==> config.mk <==
export PLATFORM = sky130hd
export DESIGN_NAME = bcd_count_ctrl_flat
export DESIGN_NICKNAME = d
export VERILOG_FILES = /design/src/rtl/bcd_count_ctrl_pkg.sv /design/src/rtl/bcd_count_ctrl_if.sv /design/src/rtl/bcd_count_ctrl_digit.sv /design/src/rtl/bcd_count_ctrl.sv /design/src/flat_wrapper.sv
export SDC_FILE = /design/constraint.sdc
export NUM_CORES = 1
export LEC_CHECK = 0
export BUFFER_PORTS_ARGS = -buffer_cell sky130_fd_sc_hd__buf_4
export CORE_UTILIZATION = 50
export CTS_CLUSTER_DIAMETER = 50
export CTS_CLUSTER_SIZE = 8
export DETAILED_ROUTE_END_ITERATION = 12
export GPL_ROUTABILITY_DRIVEN = 0
export GPL_TIMING_DRIVEN = 0
export PLACE_DENSITY = 0.77
export RECOVER_POWER = 100
export SLEW_MARGIN = 5
export SYNTH_ARGS = -nofsm -noshare
export SYNTH_HDL_FRONTEND = slang
export SYNTH_SLANG_ARGS = --single-unit
export TNS_END_PERCENT = 50
==> constraint.sdc <==
create_clock -name clk -period 2.2 [get_ports clk]
set_input_delay 0.33 -clock clk [delete_from_list [all_inputs] [get_ports clk]]
set_output_delay 0.33 -clock clk [all_outputs]
set_load 0.05 [all_outputs]
==> src/rtl/bcd_count_ctrl_pkg.sv <==
// Shared types and BCD helpers for the BCD run controller and its digit cells.
package bcd_count_ctrl_pkg;

    typedef enum logic [1:0] {IDLE, RUN, PAUSE, DONE} state_t;

    // One-hot winner of the per-cycle command arbitration.
    typedef struct packed {
        logic clear;
        logic load;
        logic stop;
        logic start;
    } cmd_t;

    localparam int                 DIGIT_W   = 4;
    localparam logic [DIGIT_W-1:0] DIGIT_MAX = 4'd9;

    // True when every one of the low num_digits nibbles is 0..9.
    function automatic logic is_valid_bcd(input logic [31:0] vec, input int num_digits);
        logic ok;
        ok = 1'b1;
        for (int i = 0; i < 8; i++)
            if (i < num_digits && vec[i*DIGIT_W +: DIGIT_W] > DIGIT_MAX) ok = 1'b0;
        return ok;
    endfunction

endpackage

==> src/rtl/bcd_count_ctrl_if.sv <==
// Command, preset-load and status bundle between user logic and the BCD run controller.
interface bcd_count_ctrl_if #(
    parameter int NUM_DIGITS = 4
);
    logic                    start;
    logic                    stop;
    logic                    clear;
    logic                    load_valid;
    logic [4*NUM_DIGITS-1:0] load_data;
    logic                    load_ready;
    logic                    load_err;
    logic [4*NUM_DIGITS-1:0] Q_out;
    logic                    running;
    logic                    done;
    logic                    ovf;

    modport master (
        output start, stop, clear, load_valid, load_data,
        input  load_ready, load_err, Q_out, running, done, ovf
    );

    modport slave (
        input  start, stop, clear, load_valid, load_data,
        output load_ready, load_err, Q_out, running, done, ovf
    );
endinterface

==> src/rtl/bcd_count_ctrl_digit.sv <==
// Single decade register: load beats increment; 9 rolls to 0 when incremented.
module bcd_digit
    import bcd_count_ctrl_pkg::*;
(
    input  logic               clk,
    input  logic               rst_syn,
    input  logic               inc_en,
    input  logic               load,
    input  logic [DIGIT_W-1:0] load_val,
    output logic [DIGIT_W-1:0] q,
    output logic               is9
);
    assign is9 = (q == DIGIT_MAX);

    always_ff @(posedge clk) begin
        if (rst_syn)     q <= '0;
        else if (load)   q <= load_val;
        else if (inc_en) q <= is9 ? '0 : q + DIGIT_W'(1);
    end
endmodule

==> src/rtl/bcd_count_ctrl.sv <==
// Run controller for a cascade of BCD digits: command FSM, prescaler and carry-enable chain.
module bcd_count_ctrl
    import bcd_count_ctrl_pkg::*;
#(
    parameter int NUM_DIGITS  = 4,
    parameter int PRESCALE    = 4,
    parameter int STOP_AT_MAX = 0
) (
    input  logic             clk,
    input  logic             rst_syn,
    bcd_count_ctrl_if.slave  bus
);
    localparam int            PW   = (PRESCALE > 1) ? $clog2(PRESCALE) : 1;
    localparam logic [PW-1:0] PMAX = PW'(PRESCALE - 1);
    localparam bit            HALT = (STOP_AT_MAX != 0);

    state_t                                 state, nxt;
    cmd_t                                   win;
    logic [PW-1:0]                          presc;
    logic                                   load_acc, bcd_ok, load_ok, load_bad;
    logic                                   step, terminal, dig_load;
    logic                                   ovf_q, err_q;
    logic [NUM_DIGITS-1:0]                  inc_en, is9;
    logic [NUM_DIGITS-1:0][DIGIT_W-1:0]     q, ld_val;

    assign bus.load_ready = (state != RUN);
    assign load_acc       = bus.load_valid && bus.load_ready;
    assign bcd_ok         = is_valid_bcd(32'(bus.load_data), NUM_DIGITS);

    // Strict priority; whatever loses this cycle is dropped, not queued.
    always_comb begin
        win = '0;
        if (bus.clear)     win.clear = 1'b1;
        else if (load_acc) win.load  = 1'b1;
        else if (bus.stop) win.stop  = 1'b1;
        else if (bus.start) win.start = 1'b1;
    end

    assign load_ok  = win.load && bcd_ok;
    assign load_bad = win.load && !bcd_ok;
    assign step     = (state == RUN) && (presc == PMAX) && !win.clear;
    assign terminal = step && (&is9);
    assign dig_load = win.clear || load_ok;

    always_comb begin
        nxt = state;
        if (win.clear || load_ok) nxt = IDLE;
        else begin
            case (state)
                RUN: begin
                    if (terminal && HALT) nxt = DONE;
                    else if (win.stop)    nxt = PAUSE;
                end
                IDLE, PAUSE: if (win.start) nxt = RUN;
                default: ;
            endcase
        end
    end

    always_ff @(posedge clk) begin
        if (rst_syn) begin
            state <= IDLE;
            presc <= '0;
            ovf_q <= 1'b0;
            err_q <= 1'b0;
        end else begin
            state <= nxt;
            ovf_q <= terminal && !HALT;
            err_q <= load_bad;
            // Phase is held outside RUN so a pause resumes mid-period.
            if (dig_load)            presc <= '0;
            else if (state == RUN)   presc <= (presc == PMAX) ? '0 : presc + PW'(1);
        end
    end

    // Halting at all-nines suppresses the step so the digits freeze at 9..9.
    assign inc_en[0] = step && !(terminal && HALT);

    for (genvar k = 1; k < NUM_DIGITS; k++) begin : g_carry
        assign inc_en[k] = inc_en[k-1] && is9[k-1];
    end

    for (genvar k = 0; k < NUM_DIGITS; k++) begin : g_dig
        assign ld_val[k] = win.clear ? '0 : bus.load_data[k*DIGIT_W +: DIGIT_W];
        bcd_digit u_digit (
            .clk      (clk),
            .rst_syn  (rst_syn),
            .inc_en   (inc_en[k]),
            .load     (dig_load),
            .load_val (ld_val[k]),
            .q        (q[k]),
            .is9      (is9[k])
        );
    end

    assign bus.Q_out    = q;
    assign bus.running  = (state == RUN);
    assign bus.done     = (state == DONE);
    assign bus.ovf      = ovf_q;
    assign bus.load_err = err_q;
endmodule

==> src/flat_wrapper.sv <==
// flat-port wrapper written by rule: the top's interface ports become plain ports
module bcd_count_ctrl_flat import bcd_count_ctrl_pkg::*;
#(
    parameter int NUM_DIGITS  = 4,
    parameter int PRESCALE    = 4,
    parameter int STOP_AT_MAX = 0
)
  (clk, rst_syn, bus_start, bus_stop, bus_clear, bus_load_valid, bus_load_data, bus_load_ready, bus_load_err, bus_Q_out, bus_running, bus_done, bus_ovf);
  bcd_count_ctrl_if #(.NUM_DIGITS(NUM_DIGITS)) bus_i ();
  input  logic clk;
  input  logic rst_syn;
  input wire logic [$bits(bus_i.start)-1:0] bus_start;
  input wire logic [$bits(bus_i.stop)-1:0] bus_stop;
  input wire logic [$bits(bus_i.clear)-1:0] bus_clear;
  input wire logic [$bits(bus_i.load_valid)-1:0] bus_load_valid;
  input wire logic [$bits(bus_i.load_data)-1:0] bus_load_data;
  output wire logic [$bits(bus_i.load_ready)-1:0] bus_load_ready;
  output wire logic [$bits(bus_i.load_err)-1:0] bus_load_err;
  output wire logic [$bits(bus_i.Q_out)-1:0] bus_Q_out;
  output wire logic [$bits(bus_i.running)-1:0] bus_running;
  output wire logic [$bits(bus_i.done)-1:0] bus_done;
  output wire logic [$bits(bus_i.ovf)-1:0] bus_ovf;
  assign bus_i.start = bus_start;
  assign bus_i.stop = bus_stop;
  assign bus_i.clear = bus_clear;
  assign bus_i.load_valid = bus_load_valid;
  assign bus_i.load_data = bus_load_data;
  assign bus_load_ready = bus_i.load_ready;
  assign bus_load_err = bus_i.load_err;
  assign bus_Q_out = bus_i.Q_out;
  assign bus_running = bus_i.running;
  assign bus_done = bus_i.done;
  assign bus_ovf = bus_i.ovf;
  bcd_count_ctrl #(.NUM_DIGITS(NUM_DIGITS), .PRESCALE(PRESCALE), .STOP_AT_MAX(STOP_AT_MAX)) u_core (.clk(clk), .rst_syn(rst_syn), .bus(bus_i));
endmodule
==> impl_metrics.json, run 1 <==
{
  "status": "completed",
  "rr_startpoint": "u_core.presc[0]",
  "post-cts-setup-buffer-count": 0,
  "worstSetupPathType": "reg2reg",
  "fin_crit_sh": 0.886,
  "slew_headroom": 0.605,
  "grt_pass1_vias": 1335,
  "final_common_cell": "clkbuf_1",
  "ys.flop_type": "dfxtp_1",
  "powerDensity_nw_per_um2": 481,
  "finalMaxSlewViolations": 0,
  "yosys.area_share.simple": 0.313,
  "antennaDiodeCount": 0,
  "synthXorXnorAreaFrac": 0.0379,
  "hold-path-endpoint": "u_core.g_dig[0].u_digit.q[0]",
  "via_per_inst": 6.04,
  "hold_viol": 0,
  "synth_nets": 185,
  "cts-buffers-inserted": 3,
  "cts_tree": "yes",
  "worst_pin_slew_ns": 0.595,
  "ir_worst_vdd_v": 0.000391,
  "post_layout_nonfiller_instances": 237,
  "htree_levels": 1,
  "hp-start": "bus_load_data[0]",
  "final.setup_skew_ns": 0.0159,
  "reg2reg_setup_slack_ns": 0.25,
  "num_vias": 1432,
  "nets": 231,
  "synth-compound-area-share": 0.213,
  "dr.pass1.iters": 4,
  "root_buffer": "clkbuf_4",
  "cts_buffer_depth": 2,
  "grt_pass1_wl_um": 5910,
  "synthDistinctLibCells": 51,
  "fmax_mhz": 513,
  "antenna_found_initial": 0,
  "drc": 0,
  "dp.cells": 233,
  "ant_nets": 0,
  "min_path_cells": 3,
  "synth_mux_area_frac": 0.0434,
  "synth_top_family_by_area": "simple AND/OR/NAND/NOR gates",
  "ctsResizeCount": 0,
  "start_util": 0.544,
  "synthCells": 162,
  "synth_edf_count": 0,
  "ys.warnings.count": 0,
  "drive_above_1_share": 0.169,
  "grt_max_degree": 13,
  "yosys.area_share.adder": 0.00903,
  "min_path_type": "in2reg",
  "p_leak_nw": 0.584,
  "cts.sinks": 22,
  "setup_tns_ns": 0,
  "maxCapViolations": 0,
  "drt_iter0_drc": 27,
  "worst_ep_required_time_ns": 2.45,
  "dp_hpwl_um": 2850,
  "cp_max_fo": 7,
  "io_pins": 43,
  "postLayoutCoreUtil": 0.654,
  "worstRegToRegCells": 6,
  "finalCriticalPeriod_ns": 1.95,
  "ys_ff_latch": 22,
  "multi_input_area_sq_um": 831,
  "routed_wl_um": 3800,
  "track_usage": 0.282,
  "synth.avg_cell_area_sq_um": 8.55,
  "die_height_um": 54.6,
  "clk_latency_ns": 0.33,
  "startpoint_type": "flop",
  "portBuffers": 41,
  "syn2layout_area_growth_pct": 20.1,
  "grt_setup_unrepaired": "no",
  "postCtsHoldBufs": 0,
  "seqCellArea_sq_um": 440,
  "die_x_um": 54.6,
  "num_rows": 18,
  "worstPathArrival_ns": 2.20,
  "routedWlPerCell_um": 16.0,
  "async_reset_ff_frac": 0,
  "grt-ovfl-total": 0,
  "r2r_end": "u_core.g_dig[3].u_digit.q[3]",
  "ys_seq_area_frac": 0.318,
  "die_area_sq_um": 2980,
  "setup.worst_path.end_class": "flop",
  "coreArea_sq_um": 2540,
  "clk_transition_reported_paths_ns": 0.14,
  "final_cell_mix": "clkbuf_1 (23), dfxtp_1 (22), buf_4 (21)",
  "fillers": 258,
  "synth_area_sq_um": 1390,
  "setup_violations": 0
}
## worst max path at each step
stage / end / cells past startpoint / startpoint / slack, ns
after floorplan: u_core.g_dig[3].u_digit.q[3] / 5 / u_core.g_dig[2].u_digit.q[0] / 0.31
after global placement: u_core.g_dig[2].u_digit.q[0] / 8 / bus_load_data[6] / 0.36
after detailed placement: u_core.g_dig[2].u_digit.q[0] / 8 / bus_load_data[6] / 0.35
after CTS: u_core.g_dig[3].u_digit.q[1] / 5 / u_core.g_dig[2].u_digit.q[0] / 0.41
after global routing: u_core.g_dig[3].u_digit.q[2] / 6 / u_core.presc[0] / 0.12
final: u_core.g_dig[3].u_digit.q[3] / 6 / u_core.presc[0] / 0.25
## worst max-delay path, stage by stage (launching register included)
cell and delay, ns:
dfxtp_1 0.38, ha_1 0.23, and4b_1 0.20, clkbuf_1 0.26, nand4_1 0.26, and2_1 0.28
a221oi_1 0.28
## final cells by class
class / instances / area share
buffer: 8 / 0.0346
sequential: 22 / 0.265
clock buffer: 4 / 0.0218
timing repair buffer: 41 / 0.138
multi-input combinational: 124 / 0.499
tap: 30 / 0.0226
inverter: 8 / 0.0195
## logic make-up after synthesis
logic type / count (synthesis)
fa+ha+maj: 1
simple gates: 68
mux: 6
flops: 22
buf+inv: 16
xor+xnor: 6
compound gates: 43
## synth_stat cells (2+ instances only)
cell	n	area, sq um
nor3b_1	5	37.5
xnor2_1	5	43.8
nand3_1	8	40.0
a22oi_1	4	30.0
nor2_1	7	26.3
nor2b_1	2	12.5
o21ai_0	12	60.1
nor4_1	2	12.5
a21oi_1	10	50.1
a221o_1	2	20.0
nor3_1	3	15.0
nand2_1	17	63.8
nor3_2	2	20.0
nand2b_1	2	12.5
or3_1	2	12.5
buf_6	3	33.8
and2_1	3	18.8
dfxtp_1	22	440
clkbuf_2	2	10.0
inv_1	7	26.3
nand4_1	4	25.0
mux2i_1	6	60.1
and4_1	2	17.5
a22o_1	2	17.5
a221oi_1	2	17.5
## sequential cells by signal, summed over array words and instances (netlist names)
register,cells
u_core.presc,2
u_core.state,2
u_core.bus.load_err,1
u_core.g_dig.u_digit.q,16
u_core.bus.ovf,1
## power by group
group          internal [W]  switching [W]
Sequential         0.000406      0.0000118
Combinational     0.0000575      0.0000856
Clock              0.000101       0.000138
## per-layer routing
layer	wire (um)	share of wire	up-vias	global-route usage
met4	99	0.026	0	0.154
met2	1830	0.48	61	0.478
met1	1720	0.45	670	0.343
met3	149	0.039	11	0.0278
met5	0	0	-	0
li1	-	-	690	-
## per-stage QoR
| step | hold slack, ns | worst slack (ns) | total power, W | area [sq um] |
|---|---|---|---|---|
| 2_1_floorplan | 0.440 | 0.313 | 0.000514 | 1390 |
| 3_5_place_dp | 0.492 | 0.350 | 0.000576 | 1730 |
| 6_report | 0.229 | 0.251 | 0.000800 | 1660 |
| 4_1_cts | 0.237 | 0.410 | 0.000806 | 1770 |
| 5_1_grt | 0.240 | 0.121 | 0.000827 | 1660 |
| 3_3_place_gp | 0.446 | 0.363 | 0.000572 | 1730 |
No activity file was read; power rests on OpenSTA's default activity.
==> inputs of run 2 (changes only) <==
--- a/config.mk
+++ b/config.mk
@@ -6,16 +6,17 @@
 export NUM_CORES = 1
 export LEC_CHECK = 0
 export BUFFER_PORTS_ARGS = -buffer_cell sky130_fd_sc_hd__buf_4
-export CORE_UTILIZATION = 50
+export CORE_UTILIZATION = 51
 export CTS_CLUSTER_DIAMETER = 50
 export CTS_CLUSTER_SIZE = 8
 export DETAILED_ROUTE_END_ITERATION = 12
 export GPL_ROUTABILITY_DRIVEN = 0
 export GPL_TIMING_DRIVEN = 0
-export PLACE_DENSITY = 0.77
+export PLACE_DENSITY = 0.78
 export RECOVER_POWER = 100
 export SLEW_MARGIN = 5
 export SYNTH_ARGS = -nofsm -noshare
 export SYNTH_HDL_FRONTEND = slang
+export SYNTH_HIERARCHICAL = 1
 export SYNTH_SLANG_ARGS = --single-unit
 export TNS_END_PERCENT = 50
==> impl_metrics.json, run 2 <==
{
  "status": "completed",
  "timing.final.ws_setup_ns": 0.224,
  "finalMaxSlewViolations": 0,
  "final_cell_mix": "buf_4 (25), clkbuf_1 (24), dfxtp_1 (22)",
  "final_common_cell": "buf_4",
  "netlist_top_cells_count": "dfxtp_1 (22), nor2b_1 (20), inv_1 (17)",
  "antenna_found_initial": 0,
  "setup.worst_path.end_class": "flop",
  "drc": 0,
  "finalCriticalPeriod_ns": 1.98,
  "postLayoutCoreUtil": 0.649,
  "routed_wl_um": 3430,
  "worst_ep_required_time_ns": 2.43,
  "ys_seq_area_frac": 0.296,
  "synth_nets": 192,
  "grt_pass1_wl_um": 5740,
  "root_buffer": "clkbuf_4",
  "largest_reg_flops": 16,
  "worstSetupPathType": "reg2reg",
  "cts-buffers-inserted": 3,
  "synthCells": 169,
  "synth_edf_count": 0,
  "cts_tree": "yes",
  "fmax_mhz": 506,
  "power.share.sequential": 0.498,
  "power.share.clock": 0.252,
  "grt_max_degree": 23,
  "dr.pass1.iters": 4,
  "use_met2": 0.400,
  "worstPathArrival_ns": 2.21,
  "antennaDiodeCount": 0,
  "clk_latency_ns": 0.30,
  "start_util": 0.539,
  "io_pins": 43,
  "num_rows": 19,
  "synth_area_sq_um": 1490,
  "drive_above_1_share": 0.219,
  "grt_util_met3": 0.0256,
  "hold_viol": 0,
  "final.setup_skew_ns": 0.00292,
  "startpoint_type": "flop",
  "coreArea_sq_um": 2760,
  "busiest_layer": "met2",
  "maxCapViolations": 0,
  "routedWlPerCell_um": 13.9,
  "synthDistinctLibCells": 37,
  "fin_area_sq_um": 1790,
  "place_ws_ns": 0.108,
  "cts.sinks": 22,
  "power.switching_w": 0.000294,
  "yosys.area.top_type": "dfxtp_1",
  "placed_area_sq_um": 1840,
  "ant_nets": 0,
  "p_leak_nw": 0.767,
  "synth.avg_cell_area_sq_um": 8.80,
  "slew_headroom": 0.597,
  "grt-ovfl-total": 0,
  "ys.warnings.count": 6,
  "setup_violations": 0,
  "cp_max_fo": 6,
  "htree_levels": 1,
  "ys.flop_type": "dfxtp_1",
  "reg_top3": "u_core/g_dig.u_digit/q x16, u_core/presc x2, u_core/state x2",
  "fillers": 271,
  "min_path_type": "in2reg",
  "p_int_w": 0.000606,
  "async_reset_ff_frac": 0,
  "synth.most_common_cell": "dfxtp_1",
  "dp_hpwl_um": 2550,
  "swShare": 0.326,
  "use_met1": 0.291,
  "post-cts-setup-buffer-count": 0,
  "cts_buffer_depth": 2,
  "via_per_inst": 5.53,
  "num_vias": 1361,
  "syn2layout_area_growth_pct": 20.5,
  "ys_ff_latch": 22,
  "die_height_um": 56.0,
  "power_w": 0.000900,
  "synth.top_cell.area_share": 0.296,
  "worst_pin_slew_ns": 0.607,
  "grt_setup_unrepaired": "no",
  "fin_crit_sh": 0.898,
  "powerDensity_nw_per_um2": 502,
  "portBuffers": 42,
  "top_register": "u_core/g_dig.u_digit/q",
  "clk_transition_reported_paths_ns": 0.13,
  "track_usage": 0.225,
  "combPwrFrac": 0.250,
  "nets": 239,
  "setup_tns_ns": 0,
  "postCtsHoldBufs": 0,
  "ctsResizeCount": 0,
  "synthTopCellsByArea": "dfxtp_1 (30%), mux2i_1 (9.4%), nor2b_1 (8.4%), inv_1 (4.3%), a221oi_2 (4.0%)",
  "die_x_um": 56.0,
  "drt_iter0_drc": 30,
  "ir_worst_vdd_v": 0.000330,
  "die_area_sq_um": 3130,
  "grt_pass1_vias": 1321
}
## run 2: kinds of logic (layout without fill, tap and decap cells)
group           after synthesis  in the layout  synth area share
compound gates               41             41             0.218
simple gates                 58             58             0.261
xor+xnor                      8              8            0.0471
buf+inv                      25             71            0.0749
mux                          14             14            0.0943
flops                        22             22             0.296
fa+ha+maj                     1              1           0.00842
## run 2: metrics by stage
step | cells | hold slack [ns]
3_5_place_dp | 242 | 0.545
6_report | 246 | 0.297
5_1_grt | 246 | 0.282
4_1_cts | 246 | 0.287
2_1_floorplan | 169 | 0.396
3_3_place_gp | 242 | 0.533
## run 2: layout make-up
| class | count | area, sq um | area share |
|---|---|---|---|
| multi-input cells | 122 | 928 | 0.519 |
| flip-flops and latches | 22 | 440 | 0.246 |
| repair buffers | 42 | 236 | 0.132 |
| inverters | 17 | 63.8 | 0.0356 |
| plain buffers | 8 | 46.3 | 0.0259 |
| well taps | 31 | 38.8 | 0.0217 |
| clock buffers | 4 | 36.3 | 0.0203 |
## run 2: final timing paths
kind                                       from                      endpoint  slack (ns)  depth (start not counted)
worst min-delay path                   bus_stop               u_core/state[0]        0.30                          3
worst max register to register  u_core/presc[0]  u_core/g_dig[3].u_digit/q[1]        0.22                          7
worst min register to register  u_core/presc[1]               u_core/presc[1]        0.55                          2
worst max-delay path            u_core/presc[0]  u_core/g_dig[3].u_digit/q[1]        0.22                          7
## run 2: power groups by stage
stage	Clock, W	Sequential (W)	Combinational (W)
2_1_floorplan	0	0.000511	0.0000987
5_1_grt	0.000248	0.000452	0.000240
6_report	0.000227	0.000448	0.000225
3_3_place_gp	0	0.000455	0.000236
4_1_cts	0.000235	0.000448	0.000241
3_5_place_dp	0	0.000457	0.000241
## run 2: layer usage
layer / vias up / routed length (um)
li1: 688 / -
met1: 639 / 1550
met2: 32 / 1700
met3: 2 / 155
met4: 0 / 19
met5: - / 0
## run 2: worst max-delay path, cell delays in order (launching register included)
cell and delay [ns]:
dfxtp_1 0.38, ha_1 0.20, and4bb_4 0.30, and3_4 0.24, and2_2 0.21, nand2_2 0.08
a211o_1 0.29, a221oi_2 0.20
